### config.mk
export PLATFORM = sky130hd
export DESIGN_NAME = wb_rr_arbiter_flat
export DESIGN_NICKNAME = d
export VERILOG_FILES = /design/src/rtl/wb_rr_arbiter_pkg.sv /design/src/rtl/wb_rr_arbiter_if.sv /design/src/rtl/wb_rr_arbiter_rr_pick.sv /design/src/rtl/wb_rr_arbiter.sv /design/src/flat_wrapper.sv
export SDC_FILE = /design/constraint.sdc
export NUM_CORES = 1
export LEC_CHECK = 0
export CELL_PAD_IN_SITES_DETAIL_PLACEMENT = 0
export CELL_PAD_IN_SITES_GLOBAL_PLACEMENT = 1
export CORE_UTILIZATION = 10
export DETAILED_ROUTE_END_ITERATION = 8
export PLACE_DENSITY_LB_ADDON = 0.1
export REMOVE_ABC_BUFFERS = 1
export SLEW_MARGIN = 30
export SYNTH_ARGS = -nofsm -noshare
export SYNTH_HDL_FRONTEND = slang
export SYNTH_SLANG_ARGS = --single-unit
### constraint.sdc
create_clock -name clk_i -period 1.8 [get_ports clk_i]
set_clock_uncertainty 0.15 [all_clocks]
set_input_delay 0.36 -clock clk_i [delete_from_list [all_inputs] [get_ports clk_i]]
set_output_delay 0.36 -clock clk_i [all_outputs]
set_load 0.05 [all_outputs]
### src/rtl/wb_rr_arbiter_pkg.sv
// Shared definitions for the round-robin Wishbone arbiter and its wb_ram slave:
// FSM state encoding and default bus widths.
package wb_rr_arbiter_pkg;

  typedef enum logic [1:0] {
    ARB_IDLE = 2'd0,
    ARB_BUSY = 2'd1,
    ARB_WAIT = 2'd2
  } arb_state_e;

  localparam int unsigned WB_NUM_M       = 2;
  localparam int unsigned WB_D_WIDTH     = 32;
  localparam int unsigned WB_A_WIDTH     = 8;
  localparam int unsigned WB_GRANULARITY = 8;

endpackage

### src/rtl/wb_rr_arbiter_if.sv
// Bundle of master-side and slave-side Wishbone signals around the arbiter.
// "master" is the arbiter's view (it masters the RAM); "slave" is the environment's view.
interface wb_rr_arbiter_if
  import wb_rr_arbiter_pkg::*;
#(
  parameter int unsigned NUM_M       = WB_NUM_M,
  parameter int unsigned D_WIDTH     = WB_D_WIDTH,
  parameter int unsigned A_WIDTH     = WB_A_WIDTH,
  parameter int unsigned GRANULARITY = WB_GRANULARITY
);
  localparam int unsigned G_WIDTH = D_WIDTH / GRANULARITY;

  logic [NUM_M-1:0]         m_cyc_i;
  logic [NUM_M-1:0]         m_stb_i;
  logic [NUM_M-1:0]         m_we_i;
  logic [NUM_M*A_WIDTH-1:0] m_adr_i;
  logic [NUM_M*D_WIDTH-1:0] m_dat_i;
  logic [NUM_M*G_WIDTH-1:0] m_sel_i;
  logic [D_WIDTH-1:0]       m_dat_o;
  logic [NUM_M-1:0]         m_ack_o;
  logic [NUM_M-1:0]         gnt_o;
  logic                     s_stb_o;
  logic                     s_we_o;
  logic [A_WIDTH-1:0]       s_adr_o;
  logic [D_WIDTH-1:0]       s_dat_o;
  logic [G_WIDTH-1:0]       s_sel_o;
  logic [D_WIDTH-1:0]       s_dat_i;
  logic                     s_ack_i;

  modport master (
    input  m_cyc_i, m_stb_i, m_we_i, m_adr_i, m_dat_i, m_sel_i, s_dat_i, s_ack_i,
    output m_dat_o, m_ack_o, gnt_o, s_stb_o, s_we_o, s_adr_o, s_dat_o, s_sel_o
  );

  modport slave (
    output m_cyc_i, m_stb_i, m_we_i, m_adr_i, m_dat_i, m_sel_i, s_dat_i, s_ack_i,
    input  m_dat_o, m_ack_o, gnt_o, s_stb_o, s_we_o, s_adr_o, s_dat_o, s_sel_o
  );

endinterface

### src/rtl/wb_rr_arbiter_rr_pick.sv
// Combinational round-robin picker: first requester strictly after last_i,
// wrapping around, returned both one-hot and as an index.
module rr_pick #(
  parameter int unsigned NUM_M = 2,
  parameter int unsigned IDX_W = 1
) (
  input  logic [NUM_M-1:0] req_i,
  input  logic [IDX_W-1:0] last_i,
  output logic [NUM_M-1:0] gnt_o,
  output logic [IDX_W-1:0] idx_o
);

  int unsigned k;
  logic        found;

  always_comb begin
    gnt_o = '0;
    idx_o = '0;
    found = 1'b0;
    k     = 0;
    // offset NUM_M revisits last_i itself, so a lone repeat requester still wins
    for (int unsigned off = 1; off <= NUM_M; off++) begin
      k = (32'(last_i) + off) % NUM_M;
      if (!found && req_i[k]) begin
        found    = 1'b1;
        gnt_o[k] = 1'b1;
        idx_o    = IDX_W'(k);
      end
    end
  end

endmodule

### src/rtl/wb_rr_arbiter.sv
// Round-robin Wishbone arbiter: NUM_M masters share one single-port RAM,
// grant held per cyc tenure, at most one outstanding strobe.
module wb_rr_arbiter
  import wb_rr_arbiter_pkg::*;
#(
  parameter int unsigned NUM_M       = WB_NUM_M,
  parameter int unsigned D_WIDTH     = WB_D_WIDTH,
  parameter int unsigned A_WIDTH     = WB_A_WIDTH,
  parameter int unsigned GRANULARITY = WB_GRANULARITY
) (
  input  logic           clk_i,
  input  logic           rst_i,
  wb_rr_arbiter_if.master bus
);

  localparam int unsigned G_WIDTH = D_WIDTH / GRANULARITY;
  localparam int unsigned IDX_W   = (NUM_M > 1) ? $clog2(NUM_M) : 1;

  arb_state_e         state, state_n;
  logic [NUM_M-1:0]   gnt, gnt_n, pick_gnt;
  logic [IDX_W-1:0]   last, last_n, pick_idx;
  logic               g_cyc, g_stb, stb, ack_en;
  logic               we_mux;
  logic [A_WIDTH-1:0] adr_mux;
  logic [D_WIDTH-1:0] dat_mux;
  logic [G_WIDTH-1:0] sel_mux;

  rr_pick #(.NUM_M(NUM_M), .IDX_W(IDX_W)) u_pick (
    .req_i  (bus.m_cyc_i),
    .last_i (last),
    .gnt_o  (pick_gnt),
    .idx_o  (pick_idx)
  );

  assign g_cyc = |(bus.m_cyc_i & gnt);
  assign g_stb = |(bus.m_stb_i & gnt);

  always_ff @(posedge clk_i or posedge rst_i) begin
    if (rst_i) begin
      state <= ARB_IDLE;
      gnt   <= '0;
      last  <= IDX_W'(NUM_M - 1);
    end else begin
      state <= state_n;
      gnt   <= gnt_n;
      last  <= last_n;
    end
  end

  always_comb begin
    state_n = state;
    gnt_n   = gnt;
    last_n  = last;
    stb     = 1'b0;
    ack_en  = 1'b0;
    case (state)
      ARB_IDLE: begin
        // s_ack_i deliberately ignored here: drops a stale ack after reset
        if (|bus.m_cyc_i) begin
          gnt_n   = pick_gnt;
          last_n  = pick_idx;
          state_n = ARB_BUSY;
        end
      end
      ARB_BUSY: begin
        if (!g_cyc) begin
          gnt_n   = '0;
          state_n = ARB_IDLE;
        end else if (g_stb) begin
          stb     = 1'b1;
          state_n = ARB_WAIT;
        end
      end
      ARB_WAIT: begin
        if (bus.s_ack_i) begin
          ack_en = 1'b1;
          if (!g_cyc) begin
            gnt_n   = '0;
            state_n = ARB_IDLE;
          end else begin
            state_n = ARB_BUSY;
          end
        end
      end
      default: begin
        gnt_n   = '0;
        state_n = ARB_IDLE;
      end
    endcase
  end

  // AND-OR mux keyed by the one-hot grant; all zero when nothing is granted
  always_comb begin
    we_mux  = 1'b0;
    adr_mux = '0;
    dat_mux = '0;
    sel_mux = '0;
    for (int unsigned k = 0; k < NUM_M; k++) begin
      if (gnt[k]) begin
        we_mux  = we_mux  | bus.m_we_i[k];
        adr_mux = adr_mux | bus.m_adr_i[k*A_WIDTH +: A_WIDTH];
        dat_mux = dat_mux | bus.m_dat_i[k*D_WIDTH +: D_WIDTH];
        sel_mux = sel_mux | bus.m_sel_i[k*G_WIDTH +: G_WIDTH];
      end
    end
  end

  assign bus.gnt_o   = gnt;
  assign bus.m_ack_o = ack_en ? gnt : '0;
  assign bus.m_dat_o = bus.s_dat_i;
  assign bus.s_stb_o = stb;
  assign bus.s_we_o  = we_mux;
  assign bus.s_adr_o = adr_mux;
  assign bus.s_dat_o = dat_mux;
  assign bus.s_sel_o = sel_mux;

endmodule

### src/flat_wrapper.sv
// flat-port wrapper written by rule: the top's interface ports become plain ports
module wb_rr_arbiter_flat import wb_rr_arbiter_pkg::*;
#(
  parameter int unsigned NUM_M       = WB_NUM_M,
  parameter int unsigned D_WIDTH     = WB_D_WIDTH,
  parameter int unsigned A_WIDTH     = WB_A_WIDTH,
  parameter int unsigned GRANULARITY = WB_GRANULARITY
)
  (clk_i, rst_i, bus_m_cyc_i, bus_m_stb_i, bus_m_we_i, bus_m_adr_i, bus_m_dat_i, bus_m_sel_i, bus_s_dat_i, bus_s_ack_i, bus_m_dat_o, bus_m_ack_o, bus_gnt_o, bus_s_stb_o, bus_s_we_o, bus_s_adr_o, bus_s_dat_o, bus_s_sel_o);
  wb_rr_arbiter_if #(.NUM_M(NUM_M), .D_WIDTH(D_WIDTH), .A_WIDTH(A_WIDTH), .GRANULARITY(GRANULARITY)) bus_i ();
  input  logic clk_i;
  input  logic rst_i;
  input wire logic [$bits(bus_i.m_cyc_i)-1:0] bus_m_cyc_i;
  input wire logic [$bits(bus_i.m_stb_i)-1:0] bus_m_stb_i;
  input wire logic [$bits(bus_i.m_we_i)-1:0] bus_m_we_i;
  input wire logic [$bits(bus_i.m_adr_i)-1:0] bus_m_adr_i;
  input wire logic [$bits(bus_i.m_dat_i)-1:0] bus_m_dat_i;
  input wire logic [$bits(bus_i.m_sel_i)-1:0] bus_m_sel_i;
  input wire logic [$bits(bus_i.s_dat_i)-1:0] bus_s_dat_i;
  input wire logic [$bits(bus_i.s_ack_i)-1:0] bus_s_ack_i;
  output wire logic [$bits(bus_i.m_dat_o)-1:0] bus_m_dat_o;
  output wire logic [$bits(bus_i.m_ack_o)-1:0] bus_m_ack_o;
  output wire logic [$bits(bus_i.gnt_o)-1:0] bus_gnt_o;
  output wire logic [$bits(bus_i.s_stb_o)-1:0] bus_s_stb_o;
  output wire logic [$bits(bus_i.s_we_o)-1:0] bus_s_we_o;
  output wire logic [$bits(bus_i.s_adr_o)-1:0] bus_s_adr_o;
  output wire logic [$bits(bus_i.s_dat_o)-1:0] bus_s_dat_o;
  output wire logic [$bits(bus_i.s_sel_o)-1:0] bus_s_sel_o;
  assign bus_i.m_cyc_i = bus_m_cyc_i;
  assign bus_i.m_stb_i = bus_m_stb_i;
  assign bus_i.m_we_i = bus_m_we_i;
  assign bus_i.m_adr_i = bus_m_adr_i;
  assign bus_i.m_dat_i = bus_m_dat_i;
  assign bus_i.m_sel_i = bus_m_sel_i;
  assign bus_i.s_dat_i = bus_s_dat_i;
  assign bus_i.s_ack_i = bus_s_ack_i;
  assign bus_m_dat_o = bus_i.m_dat_o;
  assign bus_m_ack_o = bus_i.m_ack_o;
  assign bus_gnt_o = bus_i.gnt_o;
  assign bus_s_stb_o = bus_i.s_stb_o;
  assign bus_s_we_o = bus_i.s_we_o;
  assign bus_s_adr_o = bus_i.s_adr_o;
  assign bus_s_dat_o = bus_i.s_dat_o;
  assign bus_s_sel_o = bus_i.s_sel_o;
  wb_rr_arbiter #(.NUM_M(NUM_M), .D_WIDTH(D_WIDTH), .A_WIDTH(A_WIDTH), .GRANULARITY(GRANULARITY)) u_core (.clk_i(clk_i), .rst_i(rst_i), .bus(bus_i));
endmodule
== After elaboration in Yosys (flattened, before gate mapping) ==
Cells that the tools add are included.
Word-level totals
  word-level logic and storage cells: 69
  input bits: 129
  register bits: 5
  output and inout port bits: 82
Cells by class
  muxes and demuxes: 37
  reductions and logical operators: 11
  bitwise gates (word level): 7
  magnitude comparators: 4
  equality and inequality tests: 5
  $add $sub $neg: 2
Operators by type and width (count)
  32-bit two-way mux: 2
  32-bit bitwise OR: 1
  2-bit two-way mux: 10
  1-bit two-way mux: 17
  8-bit two-way mux: 2
  2-bit case mux with 3 select lines: 2
  4-bit two-way mux: 2
  8-bit bitwise OR: 1
  2-bit OR reduction: 3
  2-bit AND: 2
  1-bit by 2-bit < comparator with 1-bit output (second input constant): 2
  4-bit bitwise OR: 1
  2-bit AND reduction: 2
  1-bit logical AND: 3
  3-bit != test (second input constant): 1
  3-bit AND reduction: 1
  1-bit adder (second input constant): 2
  1-bit demux with 1-bit select: 2
  2-bit by 1-bit == test with 1-bit output (second input constant): 1
  2-bit == test (second input constant): 1
  1-bit greater-or-equal comparator (second input constant): 2
  2-bit zero test: 1
  2-bit by 1-bit != test with 1-bit output (second input constant): 1
  2-bit != test (second input constant): 1
  3 further kinds: 3

== Depth between registers and ports, before layout ==
  depth in word-level cells: 10
  gate-level depth with buffers: 6
  depth with buffers taken out: 6

== Hierarchy ==
A second synthesis with hierarchy kept.
Second synthesis, totals
  cells, all modules: 127
  area total of the unflattened synthesis: 1067.3 sq um
Modules (own cells, without submodules)
  wb_rr_arbiter: area an instance 1041.0 sq um, sequential area each 126.4 sq um, times used 1, cells an instance 123
  rr_pick: area an instance 26.3 sq um, sequential area each 0.0 sq um, times used 1, cells an instance 4

== Worst setup path after synthesis ==
Ideal clock, no wire load.
  path type: register to output
  from: register u_core.gnt[0], in the netlist u_core.bus.gnt_o[0]
  to: output port bus_m_ack_o[0]
  path buffers: 2
  cell stages (with the launch flop): 4
  setup slack: -0.305 ns
  required time: 1.290 ns
  data arrival time: 1.595 ns
  cells stage by stage: dfrtp_1 > buf_2 > buf_2 > and3_1
On the way
  longest elaborated chain between the ends: 1
RTL lines
  start, declared: line wb_rr_arbiter.sv:20  | logic [NUM_M-1:0] gnt, gnt_n, pick_gnt;
  start signal, assigned: line wb_rr_arbiter.sv:45  | gnt <= gnt_n;
  2-bit two-way mux: line wb_rr_arbiter.sv:109  | assign bus.m_ack_o = ack_en ? gnt : '0;
  end, declared: line flat_wrapper.sv:22  | output wire logic [$bits(bus_i.m_ack_o)-1:0] bus_m_ack_o;
No other way between the ends.

== Final worst setup path ==
  from: register u_core.gnt[0], in the netlist u_core.bus.gnt_o[0]
  to: output port bus_s_stb_o
On the way
  longest elaborated chain between the ends: 5
  elaborated cells between the ends (all ways): 7
  classes of those cells: mux: 3; bitwise: 2; reduce/logical: 2
RTL lines
  2-bit AND: line wb_rr_arbiter.sv:36  | assign g_stb = |(bus.m_stb_i & gnt);
  2-bit OR reduction: line wb_rr_arbiter.sv:36
  1-bit two-way mux: line wb_rr_arbiter.sv:69  | end else if (g_stb) begin
  1-bit two-way mux *: line wb_rr_arbiter.sv:66  | if (!g_cyc) begin
  1-bit two-way mux *: line wb_rr_arbiter.sv:56  | case (state)
  end, declared: line flat_wrapper.sv:24  | output wire logic [$bits(bus_i.s_stb_o)-1:0] bus_s_stb_o;
Mark *: on every way between the ends. The rest lies on a longest branch, timed or not.

==> metrics.txt <==
Pwr Density=1950 nW/µm²; DRT Pass-1 Iters=4; # DRC=0; RD Place Congestion=0.704; ANT cells=0; CORE AREA=10400 µm²; failing checks=setup timing; Seq cells post-synth=5; P_leak=1.57 nW; die width=106 µm; fin nets=391; clock power share=0.030; Psw=0.00334 W; Critical Path Start Type=flip-flop; max-slew violation total from the final report=0; top-level I/O count=211; crit share post-route=1.06; top-area cell type share of the netlist area=0.381; status=complete, but fails checks; CTS sink count=5; Post-Syn Instances=125; Post-Place Setup Slack=-184 ps; post-synth cell types=20; cell breakdown of the critical path=buf_12 > a22o_1 > and3_4 > buf_12; Avg WL per Cell=21.4 µm; Final Hold Slack=193 ps; upper clock frequency limit=523 MHz; Clock Tree Buf Depth=2; Iter 0 DRT Violations=59; r2r endpoint=u_core.state[0]$_DFFE_PP0P_; Root Buffer=clkbuf_8; Worst Path Required=1290 ps; Chip Height=106 µm; clk_lat worst skew=220 ps; internal power=0.00383 W; Rows=37; warnings from Yosys=0; slowest CP cell=dfrtp_2; metal2 WL=3790 µm; CTS tree=done; area leader, netlist=a22o_1; Post-Place Cells=373; unrepaired setup endpoints after global routing=yes; Critical Path Max Stage Delay=470 ps; largest net degree at the start of global routing=24; Final WS setup=-111 ps; VDD IR max=0.812 mV; Comb pwr share=0.936; WL final=8390 µm; count of hold buffers inserted by post-cts repair=0; CP max FO=4; sw frac=0.465; number of routed nets with antenna violations=0; Setup Viol. Count Final=47; Overall Power=0.00717 W; vias in the first global route=1597; metal3 WL=1160 µm; Fill cells=1021; DR vias=1605; share of cells above drive strength 1=0.484; post-synthesis sequential area ratio=0.117; Post-Synthesis Cell Area=1080 µm²; kind of critical path=flip-flop to output pin; synthesis-to-layout area growth=241%; Num CTS Buffers=3; Syn Area/Cell=8.64 µm²; worst slew pin tran=211 ps; GRT Total Usage=0.137; Slew HR=0.859; Die ar.=11200 µm²; synth top area cells=a22o_1 (38%), buf_4 (22%), dfrtp_1 (9.3%); Reg2Reg Depth=6; Tmin final=1910 ps; non-filler cells, final=392; cell mode on critical path=buf_12; dpl hpwl=5860 µm; GRT overflow=0; Metal-1 WL=3400 µm; reg2reg start=u_core.bus.gnt_o[0]$_DFFE_PP0P_; DR top layer=met4; initial core utilization=0.104; port buffer count=146; Final Hold Viols=0; H-Tree Depth=1; antenna violations before repair=0; first-pass GRT wire length=11300 µm; CP arrival=1400 ps; r2r setup slk=-10 ps; Seq pwr share=0.034; Hold Crit Class=primary input to asynchronous set/reset pin; Max-Cap Viols=0; vias per inst=4.09; Worst setup EP type=output pin; Reg clk slew, reported paths=40 ps
[sequential cells by signal, indices dropped and copies added (netlist names)]
signal	cells
u_core.last	1
u_core.state	2
u_core.bus.gnt_o	2
[per-layer routing]
layer / up-vias / global-route usage
met2: 128 / 0.207
li1: 705 / -
met1: 768 / 0.178
met5: - / 0.0143
met3: 4 / 0.0717
met4: 0 / 0.0149
[power by group through the flow]
stage	logic [W]	registers [W]	clock network, W
after floorplan	0.00237	0.000468	0
after global placement	0.00548	0.000239	0
after detailed placement	0.00545	0.000240	0
after CTS	0.00632	0.000246	0.000215
after global routing	0.00692	0.000258	0.000228
final	0.00671	0.000245	0.000212
[Yosys cell counts, drive strengths merged]
cell type   n
dfstp       1
ha          5
nor2        2
mux2        3
nand2       4
a21boi      1
buf        40
o21ai       2
a21oi       4
nor3b       1
and3        3
a22o       48
nor2b       1
clkbuf      2
inv         4
dfrtp       4
[cell usage in the layout (no fill, tap or decap), types with 4 or more instances in the layout]
cell type	count
clkdlybuf4s50_1	95
buf_12	53
a22o_4	35
a22o_1	13
buf_4	9
buf_16	6
nand2_1	4
inv_1	4
ha_1	4
[worst max-delay path, delay by kind of cell (launching register included)]
kind                   cells  cell delay (ps)
buffers and inverters      2              290
AOI/OAI and AO/OA          1              230
DFF                        1              470
and+or+nand+nor            1              180
[worst max-delay path by stage]
stage	start	endpoint	slack, ps
floorplan	u_core.bus.gnt_o[0]$_DFFE_PP0P_	bus_s_stb_o	-840
global placement	bus_m_cyc_i[1]	bus_s_stb_o	-180
detailed placement	bus_m_cyc_i[1]	bus_s_stb_o	-180
CTS	u_core.bus.gnt_o[0]$_DFFE_PP0P_	bus_s_stb_o	-110
global route	u_core.bus.gnt_o[0]$_DFFE_PP0P_	bus_s_stb_o	-150
finish	u_core.bus.gnt_o[0]$_DFFE_PP0P_	bus_s_stb_o	-110
[kinds of logic after synthesis]
family	synth area share
mux	0.0417
flops	0.117
compound gates	0.450
simple gates	0.0533
fa+ha+maj	0.0579
buf+inv	0.280
[cell type report]
| class | count | area [µm²] | share of cell area |
|---|---|---|---|
| Clock buffer | 4 | 45.0 | 0.0122 |
| Inverter | 4 | 15.0 | 0.00408 |
| Multi-Input combinational cell | 74 | 968 | 0.263 |
| Sequential cell | 5 | 129 | 0.0350 |
| Tap cell | 136 | 170 | 0.0463 |
| Timing Repair Buffer | 169 | 2350 | 0.639 |
[metrics by stage]
step	setup TNS [ps]	instance area, µm²	util
after floorplan	-32970	792	-
after global placement	-442	3010	0.289
after detailed placement	-499	3010	0.289
after CTS	-3450	3420	0.329
after global routing	-5450	3680	0.353
final	-3700	3680	0.353
[repair_timing]
item / CTS / global route
setup endpoints to repair: 46 / 48
cloned: 5 / 3
setup buffers: 6 / 1
endpoints found under the hold margin: 0 / 0
pin swaps: 32 / 16
resized for setup: 27 / 22
No activity file was read; power rests on OpenSTA's default activity.
